### src/rtl/alu_pkg.sv
// Shared definitions for the sequential calculator ALU: op codes, FSM states, width helpers.
// The CONV state exists only when ALU_BCD_OUT_EN is defined.
package alu_pkg;

    localparam logic [1:0] OP_ADD = 2'b00;
    localparam logic [1:0] OP_SUB = 2'b01;
    localparam logic [1:0] OP_MUL = 2'b10;
    localparam logic [1:0] OP_DIV = 2'b11;

    typedef enum logic [2:0] {
        S_IDLE,
        S_CHECK,
        S_MUL,
        S_DIV,
`ifdef ALU_BCD_OUT_EN
        S_CONV,
`endif
        S_FIN
    } alu_state_e;

    function automatic int unsigned calc_max_val(input int unsigned digits);
        int unsigned v;
        v = 1;
        for (int unsigned i = 0; i < digits; i++) begin
            v = v * 10;
        end
        return v - 1;
    endfunction

    function automatic int unsigned calc_bits(input int unsigned digits);
        return $clog2(calc_max_val(digits) + 1);
    endfunction

endpackage

### src/rtl/bin_a_bcd_seq.sv
// Sequential double-dabble: binary to packed BCD, one shift per cycle, start/done handshake.
module bin_a_bcd_seq
    import alu_pkg::*;
#(
    parameter  int unsigned DIGITS = 4,
    localparam int unsigned BITS   = calc_bits(DIGITS)
) (
    input  logic                  clk,
    input  logic                  rst,
    input  logic                  start_i,
    input  logic [BITS-1:0]       bin_i,
    output logic                  done_o,
    output logic [4*DIGITS-1:0]   bcd_o
);

    localparam int unsigned BCD_W = 4 * DIGITS;
    localparam int unsigned CNT_W = $clog2(BITS + 1);

    logic [BCD_W-1:0] bcd_q;
    logic [BCD_W-1:0] adj_d;
    logic [BITS-1:0]  bin_q;
    logic [CNT_W-1:0] cnt_q;
    logic             active_q;
    logic             done_q;

    always_comb begin
        adj_d = bcd_q;
        for (int unsigned i = 0; i < DIGITS; i++) begin
            if (bcd_q[4*i +: 4] >= 4'd5) begin
                adj_d[4*i +: 4] = bcd_q[4*i +: 4] + 4'd3;
            end
        end
    end

    // The load cycle already performs the first shift (the empty BCD needs no
    // adjust), so a full conversion spans exactly BITS clock edges.
    always_ff @(posedge clk or posedge rst) begin
        if (rst) begin
            bcd_q    <= '0;
            bin_q    <= '0;
            cnt_q    <= '0;
            active_q <= 1'b0;
            done_q   <= 1'b0;
        end else begin
            done_q <= 1'b0;
            if (start_i) begin
                bcd_q    <= {{(BCD_W-1){1'b0}}, bin_i[BITS-1]};
                bin_q    <= bin_i << 1;
                cnt_q    <= CNT_W'(BITS - 1);
                active_q <= 1'b1;
            end else if (active_q) begin
                bcd_q <= {adj_d[BCD_W-2:0], bin_q[BITS-1]};
                bin_q <= bin_q << 1;
                cnt_q <= cnt_q - CNT_W'(1);
                if (cnt_q == CNT_W'(1)) begin
                    active_q <= 1'b0;
                    done_q   <= 1'b1;
                end
            end
        end
    end

    assign done_o = done_q;
    assign bcd_o  = bcd_q;

endmodule

### src/rtl/alu_secuencial.sv
// Multi-cycle saturating decimal-range ALU (add/sub/shift-add mul/restoring div).
// Define ALU_BCD_OUT_EN to add a sequential BCD conversion stage driving bcd.
module alu_secuencial
    import alu_pkg::*;
#(
    parameter  int unsigned DIGITS  = 4,
    localparam int unsigned BITS    = calc_bits(DIGITS),
    localparam int unsigned MAX_VAL = calc_max_val(DIGITS)
) (
    input  logic                  clk,
    input  logic                  rst,
    input  logic                  start,
    input  logic [1:0]            op,
    input  logic [BITS-1:0]       a,
    input  logic [BITS-1:0]       b,
    output logic                  busy,
    output logic                  done,
    output logic [BITS-1:0]       result,
    output logic                  negative,
    output logic                  overflow,
    output logic                  div_zero,
    output logic [BITS-1:0]       rem,
    output logic [4*DIGITS-1:0]   bcd
);

    localparam logic [BITS-1:0]  MAX_B     = BITS'(MAX_VAL);
    localparam int unsigned      CNT_W     = $clog2(BITS + 1);
    localparam logic [CNT_W-1:0] LAST_STEP = CNT_W'(BITS - 1);

    alu_state_e         state_q;
    logic [1:0]         op_q;
    logic [BITS-1:0]    a_q;
    logic [BITS-1:0]    b_q;
    logic [CNT_W-1:0]   cnt_q;

    logic [2*BITS-1:0]  mcand_q;
    logic [2*BITS-1:0]  acc_q;
    logic [2*BITS-1:0]  acc_d;
    logic [BITS-1:0]    mplier_q;

    logic [BITS-1:0]    quo_q;
    logic [BITS-1:0]    quo_d;
    logic [BITS-1:0]    part_q;
    logic [BITS-1:0]    part_d;
    logic [BITS:0]      trial_d;
    logic [BITS:0]      sum_d;

    logic               fin_go_d;
    logic [BITS-1:0]    fin_res_d;
    logic [BITS-1:0]    fin_rem_d;
    logic               fin_neg_d;
    logic               fin_ovf_d;
    logic               fin_dz_d;

    logic               busy_q;
    logic               done_q;
    logic [BITS-1:0]    result_q;
    logic [BITS-1:0]    rem_q;
    logic               negative_q;
    logic               overflow_q;
    logic               div_zero_q;

`ifdef ALU_BCD_OUT_EN
    logic               conv_done;
    logic [4*DIGITS-1:0] conv_bcd;
    logic [4*DIGITS-1:0] bcd_q;
    logic [BITS-1:0]    pend_res_q;
    logic [BITS-1:0]    pend_rem_q;
    logic               pend_neg_q;
    logic               pend_ovf_q;
    logic               pend_dz_q;
`endif

    always_comb begin
        sum_d   = {1'b0, a_q} + {1'b0, b_q};
        acc_d   = acc_q + (mplier_q[0] ? mcand_q : '0);
        trial_d = {part_q, quo_q[BITS-1]};
        if (trial_d >= {1'b0, b_q}) begin
            part_d = BITS'(trial_d - {1'b0, b_q});
            quo_d  = {quo_q[BITS-2:0], 1'b1};
        end else begin
            part_d = trial_d[BITS-1:0];
            quo_d  = {quo_q[BITS-2:0], 1'b0};
        end

        fin_go_d  = 1'b0;
        fin_res_d = '0;
        fin_rem_d = '0;
        fin_neg_d = 1'b0;
        fin_ovf_d = 1'b0;
        fin_dz_d  = 1'b0;
        case (state_q)
            S_CHECK: begin
                if (a_q > MAX_B || b_q > MAX_B) begin
                    fin_go_d  = 1'b1;
                    fin_ovf_d = 1'b1;
                    fin_res_d = MAX_B;
                end else begin
                    case (op_q)
                        OP_ADD: begin
                            fin_go_d = 1'b1;
                            if (sum_d > {1'b0, MAX_B}) begin
                                fin_ovf_d = 1'b1;
                                fin_res_d = MAX_B;
                            end else begin
                                fin_res_d = sum_d[BITS-1:0];
                            end
                        end
                        OP_SUB: begin
                            fin_go_d  = 1'b1;
                            fin_neg_d = (a_q < b_q);
                            fin_res_d = (a_q < b_q) ? (b_q - a_q) : (a_q - b_q);
                        end
                        OP_DIV: begin
                            if (b_q == '0) begin
                                fin_go_d  = 1'b1;
                                fin_dz_d  = 1'b1;
                                fin_res_d = MAX_B;
                            end
                        end
                        default: ;
                    endcase
                end
            end
            S_MUL: begin
                if (cnt_q == LAST_STEP) begin
                    fin_go_d = 1'b1;
                    if (acc_d > {{BITS{1'b0}}, MAX_B}) begin
                        fin_ovf_d = 1'b1;
                        fin_res_d = MAX_B;
                    end else begin
                        fin_res_d = acc_d[BITS-1:0];
                    end
                end
            end
            S_DIV: begin
                if (cnt_q == LAST_STEP) begin
                    fin_go_d  = 1'b1;
                    fin_res_d = quo_d;
                    fin_rem_d = part_d;
                end
            end
            default: ;
        endcase
    end

    always_ff @(posedge clk or posedge rst) begin
        if (rst) begin
            state_q    <= S_IDLE;
            op_q       <= '0;
            a_q        <= '0;
            b_q        <= '0;
            cnt_q      <= '0;
            mcand_q    <= '0;
            acc_q      <= '0;
            mplier_q   <= '0;
            quo_q      <= '0;
            part_q     <= '0;
            busy_q     <= 1'b0;
            done_q     <= 1'b0;
            result_q   <= '0;
            rem_q      <= '0;
            negative_q <= 1'b0;
            overflow_q <= 1'b0;
            div_zero_q <= 1'b0;
`ifdef ALU_BCD_OUT_EN
            bcd_q      <= '0;
            pend_res_q <= '0;
            pend_rem_q <= '0;
            pend_neg_q <= 1'b0;
            pend_ovf_q <= 1'b0;
            pend_dz_q  <= 1'b0;
`endif
        end else begin
            done_q <= 1'b0;
            case (state_q)
                S_IDLE: begin
                    if (start) begin
                        op_q    <= op;
                        a_q     <= a;
                        b_q     <= b;
                        busy_q  <= 1'b1;
                        state_q <= S_CHECK;
                    end
                end
                S_CHECK: begin
                    cnt_q    <= '0;
                    mcand_q  <= {{BITS{1'b0}}, a_q};
                    mplier_q <= b_q;
                    acc_q    <= '0;
                    quo_q    <= a_q;
                    part_q   <= '0;
                    state_q  <= (op_q == OP_MUL) ? S_MUL : S_DIV;
                end
                S_MUL: begin
                    acc_q    <= acc_d;
                    mcand_q  <= mcand_q << 1;
                    mplier_q <= mplier_q >> 1;
                    cnt_q    <= cnt_q + CNT_W'(1);
                end
                S_DIV: begin
                    quo_q  <= quo_d;
                    part_q <= part_d;
                    cnt_q  <= cnt_q + CNT_W'(1);
                end
`ifdef ALU_BCD_OUT_EN
                S_CONV: begin
                    if (conv_done) begin
                        result_q   <= pend_res_q;
                        rem_q      <= pend_rem_q;
                        negative_q <= pend_neg_q;
                        overflow_q <= pend_ovf_q;
                        div_zero_q <= pend_dz_q;
                        bcd_q      <= conv_bcd;
                        done_q     <= 1'b1;
                        busy_q     <= 1'b0;
                        state_q    <= S_FIN;
                    end
                end
`endif
                S_FIN:   state_q <= S_IDLE;
                default: state_q <= S_IDLE;
            endcase

            // A finishing compute step overrides whatever next state the case chose.
            if (fin_go_d) begin
`ifdef ALU_BCD_OUT_EN
                pend_res_q <= fin_res_d;
                pend_rem_q <= fin_rem_d;
                pend_neg_q <= fin_neg_d;
                pend_ovf_q <= fin_ovf_d;
                pend_dz_q  <= fin_dz_d;
                state_q    <= S_CONV;
`else
                result_q   <= fin_res_d;
                rem_q      <= fin_rem_d;
                negative_q <= fin_neg_d;
                overflow_q <= fin_ovf_d;
                div_zero_q <= fin_dz_d;
                done_q     <= 1'b1;
                busy_q     <= 1'b0;
                state_q    <= S_FIN;
`endif
            end
        end
    end

`ifdef ALU_BCD_OUT_EN
    bin_a_bcd_seq #(.DIGITS(DIGITS)) u_bcd (
        .clk     (clk),
        .rst     (rst),
        .start_i (fin_go_d),
        .bin_i   (fin_res_d),
        .done_o  (conv_done),
        .bcd_o   (conv_bcd)
    );
    assign bcd = bcd_q;
`else
    assign bcd = '0;
`endif

    assign busy     = busy_q;
    assign done     = done_q;
    assign result   = result_q;
    assign rem      = rem_q;
    assign negative = negative_q;
    assign overflow = overflow_q;
    assign div_zero = div_zero_q;

endmodule

### config.mk
export PLATFORM = sky130hd
export DESIGN_NAME = alu_secuencial
export DESIGN_NICKNAME = d
export VERILOG_FILES = /design/src/rtl/alu_pkg.sv /design/src/rtl/bin_a_bcd_seq.sv /design/src/rtl/alu_secuencial.sv
export SDC_FILE = /design/constraint.sdc
export NUM_CORES = 1
export LEC_CHECK = 0
export BUFFER_PORTS_ARGS = -buffer_cell sky130_fd_sc_hd__buf_2
export CAP_MARGIN = 0
export CORE_MARGIN = 2
export CORE_UTILIZATION = 55
export CTS_BUF_LIST = sky130_fd_sc_hd__clkbuf_2
export CTS_CLUSTER_SIZE = 10
export DETAILED_ROUTE_END_ITERATION = 16
export PLACE_DENSITY = 0.83
export SLEW_MARGIN = 0
export SYNTH_ARGS = -nofsm -noshare
export SYNTH_HDL_FRONTEND = slang
export SYNTH_SLANG_ARGS = --single-unit
export TNS_END_PERCENT = 20
### constraint.sdc
create_clock -name clk -period 16.2 [get_ports clk]
set_input_delay 2.43 -clock clk [delete_from_list [all_inputs] [get_ports clk]]
set_output_delay 2.43 -clock clk [all_outputs]
set_load 0.1 [all_outputs]
==> results.cfg, run 1 <==
[synthesis]
synth-xor-area-share = 0.0313
yosysMostFrequentCell = dfrtp_1
seq_area_frac_synth = 0.358
async_flop_share = 1.00
ys_warn_count = 0
synth_top_cell_by_area = dfrtp_1
synth_fa_ha_area_frac = 0.0980
synth_top_area_frac = 0.358
ys_top_cells_by_area = dfrtp_1 36%, ha_1 8.9%, o21ai_0 5.6%, nand2_1 5.2%, mux2i_1 3.9%
syn_area_per_cell_um2 = 8.81
synth_flop_cell = dfrtp_1
synth_top_family_by_area = compound AO/OA/AOI/OAI gates
synthTopCellsByCount = 168 x dfrtp_1, 162 x nand2_1, 131 x o21ai_0, 84 x ha_1, 79 x a21oi_1
synth-simple-area-share = 0.166
synthCells = 1333
netlist_area_mm2 = 0.0117
synth_cell_types = 90
synth_compound_area_frac = 0.246
synth-edff-count = 0
synthMuxAreaShare = 0.0478
ys_ff_latch = 168

[final_layout]
fillers = 1810
area_growth_pct = 5.88
drive_above_1_share = 0.106
layoutNonFillerInstCount = 1645
multi_input_area_mm2 = 0.00700
nets = 1478
ff_latch_area_mm2 = 0.00420

[critical_path]
worstSetupPathType = reg2reg
critPathCaptureType = flip-flop
critPathMaxFanout = 29
cp-start-kind = flip-flop
worstReg2RegStart = mplier_q[0]
crit_required_ns = 16.86
r2r_setup_slack_ns = 11.30
ff2ff_path_depth = 14
critPathArrivalTime_ns = 5.56
rr_endpoint = result[8]

[global_routing]
grt.busiest_layer = met2
grt-ovfl-total = 0
grt_use_met3 = 0.0576
grt_first_pass_wirelength_um = 52400
grt_use_met2 = 0.490
grtUsageTotal = 0.297
antenna_found_initial = 1
grt_use_met1 = 0.396
grt_max_degree = 108
grt_pass1_vias = 9953

[place]
dp_hpwl_um = 23800
place_congestion = 0.973
numPortBuffers = 65
dp_cells = 1612

[sta]
rsz0062_at_grt = false
slew_viol_final = 0
setup_viol = 0
fin_worst_skew_ns = 0.0627
period_minus_slack_ns = 4.90
slew_headroom = 0.212
tns_ns = 0
worst_slew_pin_slew_ns = 1.18
timing.fmax_ghz = 0.204
hold_violations = 0
fin_crit_sh = 0.302
fin_hold_ws_ns = 0.517

[die]
die-area_mm2 = 0.0225
core_area_mm2 = 0.0210
die_w_um = 150
initial_core_util = 0.559
rows = 53
die_h_um = 150
ios = 82

[clocking]
numClockSinks = 168
clk_latency_ns = 0.80
cts_tree = built
cts_root_buffer = clkbuf_2
cts.htree.levels = 4
cts_resized = 0
cts_buffers = 17
cts_post_setup_buffers_inserted = 0
path_clk_slew_ns = 0.30
cts_hold_buf = 0
cts_buffer_depth = 2

[detailed_routing]
totalWireLength_um = 32600
vias = 10400
ant_nets = 0
vias_per_cell = 6.29
drc = 0
first_iter_violations = 980
wl_per_cell_um = 19.8
dr.pass1.iters = 7

[min_path]
hold_end = rem[2]
hold_path.class = reg2reg
hold_path_depth = 2
min_from = rem[2]

[status]
status = finished, final reports clean

[flow_run]
maxCapViolations = 0
routing by layer:
metal  part of all wire  up-vias
li1                   -     4848
met1               0.43     5008
met2               0.47      433
met3              0.075       66
met4              0.025        0
met5                  0        -
registers in the layout (all words and copies together), names as in the netlist, 3 cells and up:
signal,count
mplier_q,14
b_q,14
quo_q,14
state_q,3
mcand_q,28
acc_q,28
rem,14
a_q,14
part_q,14
result,14
cnt_q,4
cells by family (layout without fill, tap and decap cells):
logic type      Yosys count  count (layout)
compound gates          431             431
xor+xnor                 42              42
fa+ha+maj                89              89
buf+inv                 144             165
flops                   168             168
mux                      55              55
other cells               1              17
simple gates            403             403
how the worst max path moves through the flow:
stage	start	end	slack (ns)	cells past startpoint
finish	mplier_q[0]	result[8]	11.30	14
global route	mplier_q[0]	result[8]	10.97	14
CTS	mplier_q[0]	result[8]	11.32	14
detailed placement	mplier_q[0]	result[8]	11.35	14
global placement	mplier_q[0]	result[8]	11.50	14
floorplan	rst	a_q[0]	9.22	1
cell usage in the layout, fill, tap and decap left out, types with 13 or more instances in the layout:
cell        n
o21ai_0   131
ha_1       84
buf_2      65
clkbuf_2   17
conb_1     16
nor3_1     23
nand3_1    20
a22oi_1    21
inv_1      58
dfrtp_1   168
o211ai_1   14
a22o_1     31
and2_1     33
nor2b_1    13
a21o_1     41
nor2_1     75
nand2_1   162
xnor2_1    32
a21oi_1    78
mux2i_1    46
final cells by class:
cell class                 count  share of cell area
inverter                      60              0.0185
sequential                   168               0.338
clock buffer                  17             0.00684
timing repair buffer          73              0.0310
multi-input combinational   1036               0.563
clock inverter                15              0.0146
antenna                        1            0.000201
tap                          275              0.0277
critical path, cell delays in order (launching register included):
cell and delay, ns:
dfrtp_1 0.89, and2_1 0.23, ha_1 0.21, inv_1 0.07, fa_1 0.42, nor2b_4 0.16
o2111a_2 0.22, o211ai_2 0.14, a2111oi_1 0.63, o31a_1 0.25, o32ai_1 0.10, a2111oi_2 0.23
or4b_4 0.56, o21ai_4 0.31, or3b_1 0.39
stage by stage:
stage	area, um^2	utilization	setup slack [ns]
final	12400	0.592	11.30
after global routing	12400	0.592	10.97
after CTS	12400	0.592	11.32
after detailed placement	12200	0.579	11.35
after global placement	12200	0.579	11.50
after floorplan	11800	-	9.22
Power of run 1 is left out: the tool's default activity adds up to more than one toggle a clock period on the data nets, which glitch-free logic cannot reach.
==> run 2, diff against run 1 <==
- PLACE_DENSITY: 0.83 -> 0.86
- clock period: 16.2 -> 4 ns (I/O delays scaled with it)
==> run 2 against run 1 <==
Largest cell class unchanged; final area is 14% higher; the run now ends with negative setup slack left; critical endpoint unchanged; critical path depth is 1 lower; count of clock-buffer cells in the layout stayed put; sequential share of layout area is 4.2 points lower; critical path type unchanged.
==> results.cfg, run 2 (same netlist as run 1, synthesis figures left out) <==
[status]
status = finished, violations left
violations = negative setup slack

[sta]
fin_crit_sh = 1.01
slew_headroom = 0.315
slew_viol_final = 0
setup_viol = 1
setup_ws_ns = -0.0458
worst_slew_pin_slew_ns = 1.02
hold_violations = 0
timing.fmax_ghz = 0.247
rsz0062_at_grt = true
fin_worst_skew_ns = 0.0513
period_minus_slack_ns = 4.05

[global_routing]
grt_first_pass_wirelength_um = 58800
antenna_found_initial = 0
grtUsageTotal = 0.332
grt_max_degree = 95
grt-ovfl-total = 0
grt_pass1_vias = 11300

[critical_path]
cp-start-kind = flip-flop
crit_required_ns = 4.67
rr_endpoint = result[8]
cp_num_buf_inv = 1
crit_path_top_delay_cell = or4b_4
critPathCaptureType = flip-flop
critPathMaxFanout = 5
ff2ff_path_depth = 13
worstSetupPathType = reg2reg
max_stage_delay_ns = 0.55
path_cells = buf_6 -> and2_4 -> ha_4 -> a21o_1 -> a221o_1 -> o211ai_4 -> a211oi_4 -> o21ai_2 -> o2111ai_4 -> a2111oi_4 -> or4b_4 -> o21ai_4 -> or3b_4
r2r_setup_slack_ns = -0.05
crit_family = compound AO/OA/AOI/OAI gates
cp_num_cells = 13
worstReg2RegStart = mplier_q[0]
critPathArrivalTime_ns = 4.71

[final_layout]
antenna_cells = 0
multi_input_area_mm2 = 0.00754
area_growth_pct = 20.9
final_cell_mix = 168 x dfrtp_1, 161 x nand2_1, 129 x buf_4, 128 x o21ai_0, 74 x nor2_1
drive_above_1_share = 0.221
layout_commonest_cell = dfrtp_1
nets = 1631
layoutNonFillerInstCount = 1797
ff_latch_area_mm2 = 0.00420
fillers = 1611
final_util = 0.675
top_regs = acc_q (28), mcand_q (28)

[die]
ios = 82
die_w_um = 150
rows = 53
core_area_mm2 = 0.0210
initial_core_util = 0.559
die-area_mm2 = 0.0225
die_h_um = 150

[place]
numPortBuffers = 65
place_congestion = 0.999
pre_cts_ws_ns = -0.203
dp_cells = 1723
dp_hpwl_um = 26300

[clocking]
cts.htree.levels = 4
numClockSinks = 168
cts_buffer_depth = 2
cts_buffers = 17
path_clk_slew_ns = 0.26
cts_root_buffer = clkbuf_2
cts_tree = built
clk_latency_ns = 0.80

[min_path]
hold_path.class = in2reg
hold_path_depth = 3
min_from = b[8]
hold_end = b_q[8]

[detailed_routing]
dr.pass1.iters = 6
totalWireLength_um = 36300
vias_per_cell = 6.20
ant_nets = 0
vias = 11200
drc = 0
wl_per_cell_um = 20.2
first_iter_violations = 965

[power_and_ir_drop]
ir_worst_vdd_v = 0.000601
power_density_mw_per_mm2 = 946
power_leakage_nw = 6.78

[flow_run]
maxCapViolations = 0
run 2: changes by cell type in the layout (fill, tap and decap cells not counted), moves of 4 or more:
cell and change:
ha_4 +11, buf_6 +6, a21oi_1 -6, buf_4 +121, a2111oi_0 -4, a2111oi_4 +4
ha_1 -14, and2_4 +4, and2_1 -4, dlygate4sd3_1 +25, a21oi_2 +4
run 2: stage by stage:
stage	total power (W)	setup TNS, ns	area (um^2)	hold slack [ns]
detailed placement	0.0118	-1.45	13000	0.465
global placement	0.0116	-0.169	13000	0.458
global route	0.0143	-0.595	14200	0.0104
CTS	0.0130	-0.0210	13900	0.00242
floorplan	0.00896	-1.13	11800	0.440
finish	0.0134	-0.0458	14200	0.0511
run 2: layout make-up:
type,instances,share of cell area
multi-input combinational,1036,0.531
sequential,168,0.296
timing repair buffer,226,0.115
tap,275,0.0242
inverter,60,0.0161
clock inverter,15,0.0116
clock buffer,17,0.00599
run 2: layer usage:
metal / global-route usage / share of wire / vias to the layer above
met5: 0 / 0 / -
met2: 0.549 / 0.48 / 507
met1: 0.440 / 0.41 / 5380
li1: - / - / 5147
met4: 0.139 / 0.038 / 0
met3: 0.0470 / 0.073 / 116
run 2: worst reg2reg max path, cell delays in order (launching register included):
cell and delay [ns]:
dfrtp_1 0.49, buf_6 0.14, and2_4 0.13, ha_4 0.23
a21o_1 0.19, a221o_1 0.40, o211ai_4 0.35, a211oi_4 0.14
o21ai_2 0.21, o2111ai_4 0.17, a2111oi_4 0.34, or4b_4 0.55
o21ai_4 0.19, or3b_4 0.40
run 2: how the worst max path moves through the flow:
stage | start | endpoint | slack [ns]
3_5_place_dp | mplier_q[0] | result[8] | -0.20
5_1_grt | mplier_q[0] | result[8] | -0.17
4_1_cts | mplier_q[0] | result[8] | -0.02
3_3_place_gp | mplier_q[0] | result[8] | -0.07
2_1_floorplan | mplier_q[0] | result[8] | -0.27
6_report | mplier_q[0] | result[8] | -0.05
run 2: where the power goes:
part | switching [W] | internal [W]
sequential | 0.000663 | 0.00230
clock | 0.000682 | 0.000301
combinational | 0.00573 | 0.00376
total | 0.00708 | 0.00636
run 2: repair_timing:
action,CTS,global route
gates resized for setup,47,50
endpoints found under the hold margin,50,1
setup endpoints to repair,15,14
hold buffers,24,1
pin swaps,25,20
buffers inserted,13,4
Note: power is estimated with default switching activity, not from simulation.
==> run 3, diff against run 2 <==
- ABC_AREA: default -> 1
- PLACE_DENSITY: 0.86 -> 0.85
==> run 3 against run 2 <==
The flow now finishes without violations; synthesized cell count up 34%; via count up 10%; synthesized area up 5.4%; critical path type unchanged; clock power down 12%; sequential share of layout area up 2.3 points; non-clock buffer count down 140; die area up 5.2%; first-iteration DRC count up 21%.
==> results.cfg, run 3 <==
[final_layout]
final_cell_mix = 507 x nand2_1, 227 x inv_1, 168 x dfrtp_1, 145 x nor2_1, 131 x nand3_1
layout_commonest_cell = nand2_1
drive_above_1_share = 0.0956
nets = 1961
area_growth_pct = 6.31
top_regs = acc_q (28), mcand_q (28)
final_util = 0.599
final_cell_area_mm2 = 0.0132

[synthesis]
synth-edff-count = 0
seq_area_frac_synth = 0.340
synth_cell_types = 52
yosysMostFrequentCell = nand2_1
synth_flop_cell = dfrtp_1
netlist_area_mm2 = 0.0124
ys_ff_latch = 168
synthTopCellsByCount = 507 x nand2_1, 228 x inv_1, 168 x dfrtp_1, 146 x nor2_1, 132 x nand3_1
synth_top_area_frac = 0.340
synthCells = 1786
ys_warn_count = 0
async_flop_share = 1.00
ys_top_cells_by_area = dfrtp_1 34%, nand2_1 15%, ha_1 8.5%, inv_1 6.9%, nand3_1 5.3%
syn_area_per_cell_um2 = 6.93
synth_top_cell_by_area = dfrtp_1

[sta]
setup_viol = 0
fin_worst_skew_ns = 0.0621
slew_viol_final = 0
timing.fmax_ghz = 0.291
setup_ws_ns = 0.561
rsz0062_at_grt = false
period_minus_slack_ns = 3.44
worst_slew_pin_slew_ns = 0.956
hold_violations = 0
slew_headroom = 0.361
tns_ns = 0
fin_crit_sh = 0.860

[detailed_routing]
dr.pass1.iters = 8
ant_nets = 0
totalWireLength_um = 37300
vias_per_cell = 5.75
vias = 12300
first_iter_violations = 1166
wl_per_cell_um = 17.5
drc = 0

[global_routing]
grt-ovfl-total = 0
grt.busiest_layer = met2
grt_first_pass_wirelength_um = 60400
grt_pass1_vias = 11700
grt_use_met2 = 0.517
grtUsageTotal = 0.320
grt_use_met1 = 0.432
grt_max_degree = 77
antenna_found_initial = 1
grt_use_met3 = 0.0603

[clocking]
cts.htree.levels = 4
cts_root_buffer = clkbuf_2
cts_resized = 0
cts_buffers = 17
cts_buffer_depth = 2
numClockSinks = 168
cts_tree = built
clk_latency_ns = 0.81
path_clk_slew_ns = 0.31

[die]
die_w_um = 154
ios = 82
die-area_mm2 = 0.0237
core_area_mm2 = 0.0220
die_h_um = 154
initial_core_util = 0.564
rows = 54

[min_path]
hold_path.class = in2reg
hold_path_depth = 3
hold_end = a_q[2]
min_from = a[2]

[status]
status = finished, final reports clean

[critical_path]
crit_required_ns = 4.67
worstReg2RegStart = mplier_q[0]
critPathMaxFanout = 18
rr_endpoint = result[9]
critPathArrivalTime_ns = 4.11
worstSetupPathType = reg2reg
ff2ff_path_depth = 18
r2r_setup_slack_ns = 0.56
critPathCaptureType = flip-flop
cp-start-kind = flip-flop

[place]
pre_cts_ws_ns = 0.679
numPortBuffers = 65
place_congestion = 1.06
dpl_cell_area_mm2 = 0.0129
dp_hpwl_um = 29500

[power_and_ir_drop]
power_density_mw_per_mm2 = 930
power_leakage_nw = 7.15
ir_worst_vdd_v = 0.000505

[flow_run]
maxCapViolations = 0
run 3: cell types whose count changed after synthesis, moves of 38 or more:
| cell | before | now |
|---|---|---|
| o21ai_0 | 131 | 93 |
| a21oi_1 | 79 | 117 |
| nand3_1 | 20 | 132 |
| nor2_1 | 78 | 146 |
| mux2i_1 | 46 | 1 |
| nand2_1 | 162 | 507 |
| inv_1 | 59 | 228 |
run 3: what timing repair did:
item                      in CTS  in global routing
setup buffers                  0                  0
hold endpoints to repair      28                  1
hold buffers                   2                  1
run 3: worst max-delay path: stages, from the launching register on:
cell	delay, ns
dfrtp_1	0.62
buf_4	0.33
nand2_1	0.10
inv_1	0.09
ha_1	0.28
a21oi_1	0.24
nand2_1	0.14
a21oi_1	0.18
nand2_1	0.10
nand2_1	0.17
nand3_1	0.11
nand2_2	0.11
nand2_1	0.07
nor2_2	0.14
nand3_4	0.13
o21ai_4	0.21
nand2_2	0.09
nor2_1	0.13
nor2_1	0.06
run 3: kinds of logic after synthesis:
logic type | synth area share
simple gates | 0.306
compound gates | 0.141
buf+inv | 0.100
flops | 0.340
fa+ha+maj | 0.0930
xor+xnor | 0.0177
mux | 0.00172
other cells | 0.000303
run 3: power breakdown:
group / internal (W) / leakage (nW) / total, W / switching (W)
Combinational: 0.00240 / 4.91 / 0.00842 / 0.00602
Clock: 0.000179 / 0.122 / 0.000870 / 0.000691
Sequential: 0.00230 / 2.12 / 0.00295 / 0.000646
run 3: layer usage:
layer	up-vias	wire, um
li1	5889	-
met3	95	3010
met4	0	1270
met1	5724	16000
met2	555	17100
met5	-	0
run 3: area by class of cell:
| class | count | area [um^2] |
|---|---|---|
| Clock inverter | 14 | 115 |
| Timing Repair Buffer | 86 | 503 |
| Inverter | 240 | 905 |
| Multi-Input combinational cell | 1326 | 6990 |
| Fill cell | 2077 | 8800 |
| Sequential cell | 168 | 4200 |
| Antenna cell | 1 | 2.50 |
| Tap cell | 280 | 350 |
| Clock buffer | 17 | 85.1 |
run 3: worst max-delay path by stage:
stage                 to  depth (start not counted)  slack (ns)         from
6_report       result[9]                         18        0.56  mplier_q[0]
5_1_grt        result[9]                         20        0.29  mplier_q[0]
4_1_cts        result[9]                         20        0.60  mplier_q[0]
3_5_place_dp   result[9]                         20        0.68  mplier_q[0]
3_3_place_gp   result[9]                         20        0.74  mplier_q[0]
2_1_floorplan  result[1]                         23        0.89  mplier_q[0]
run 3: through the flow:
| step | hold slack, ns | power (W) | instances |
|---|---|---|---|
| 6_report | 0.0316 | 0.0122 | 2132 |
| 4_1_cts | 0.0129 | 0.0121 | 2130 |
| 5_1_grt | 0.00280 | 0.0133 | 2132 |
| 3_5_place_dp | 0.473 | 0.0112 | 2097 |
| 3_3_place_gp | 0.462 | 0.0111 | 2097 |
| 2_1_floorplan | 0.448 | 0.00891 | 1801 |
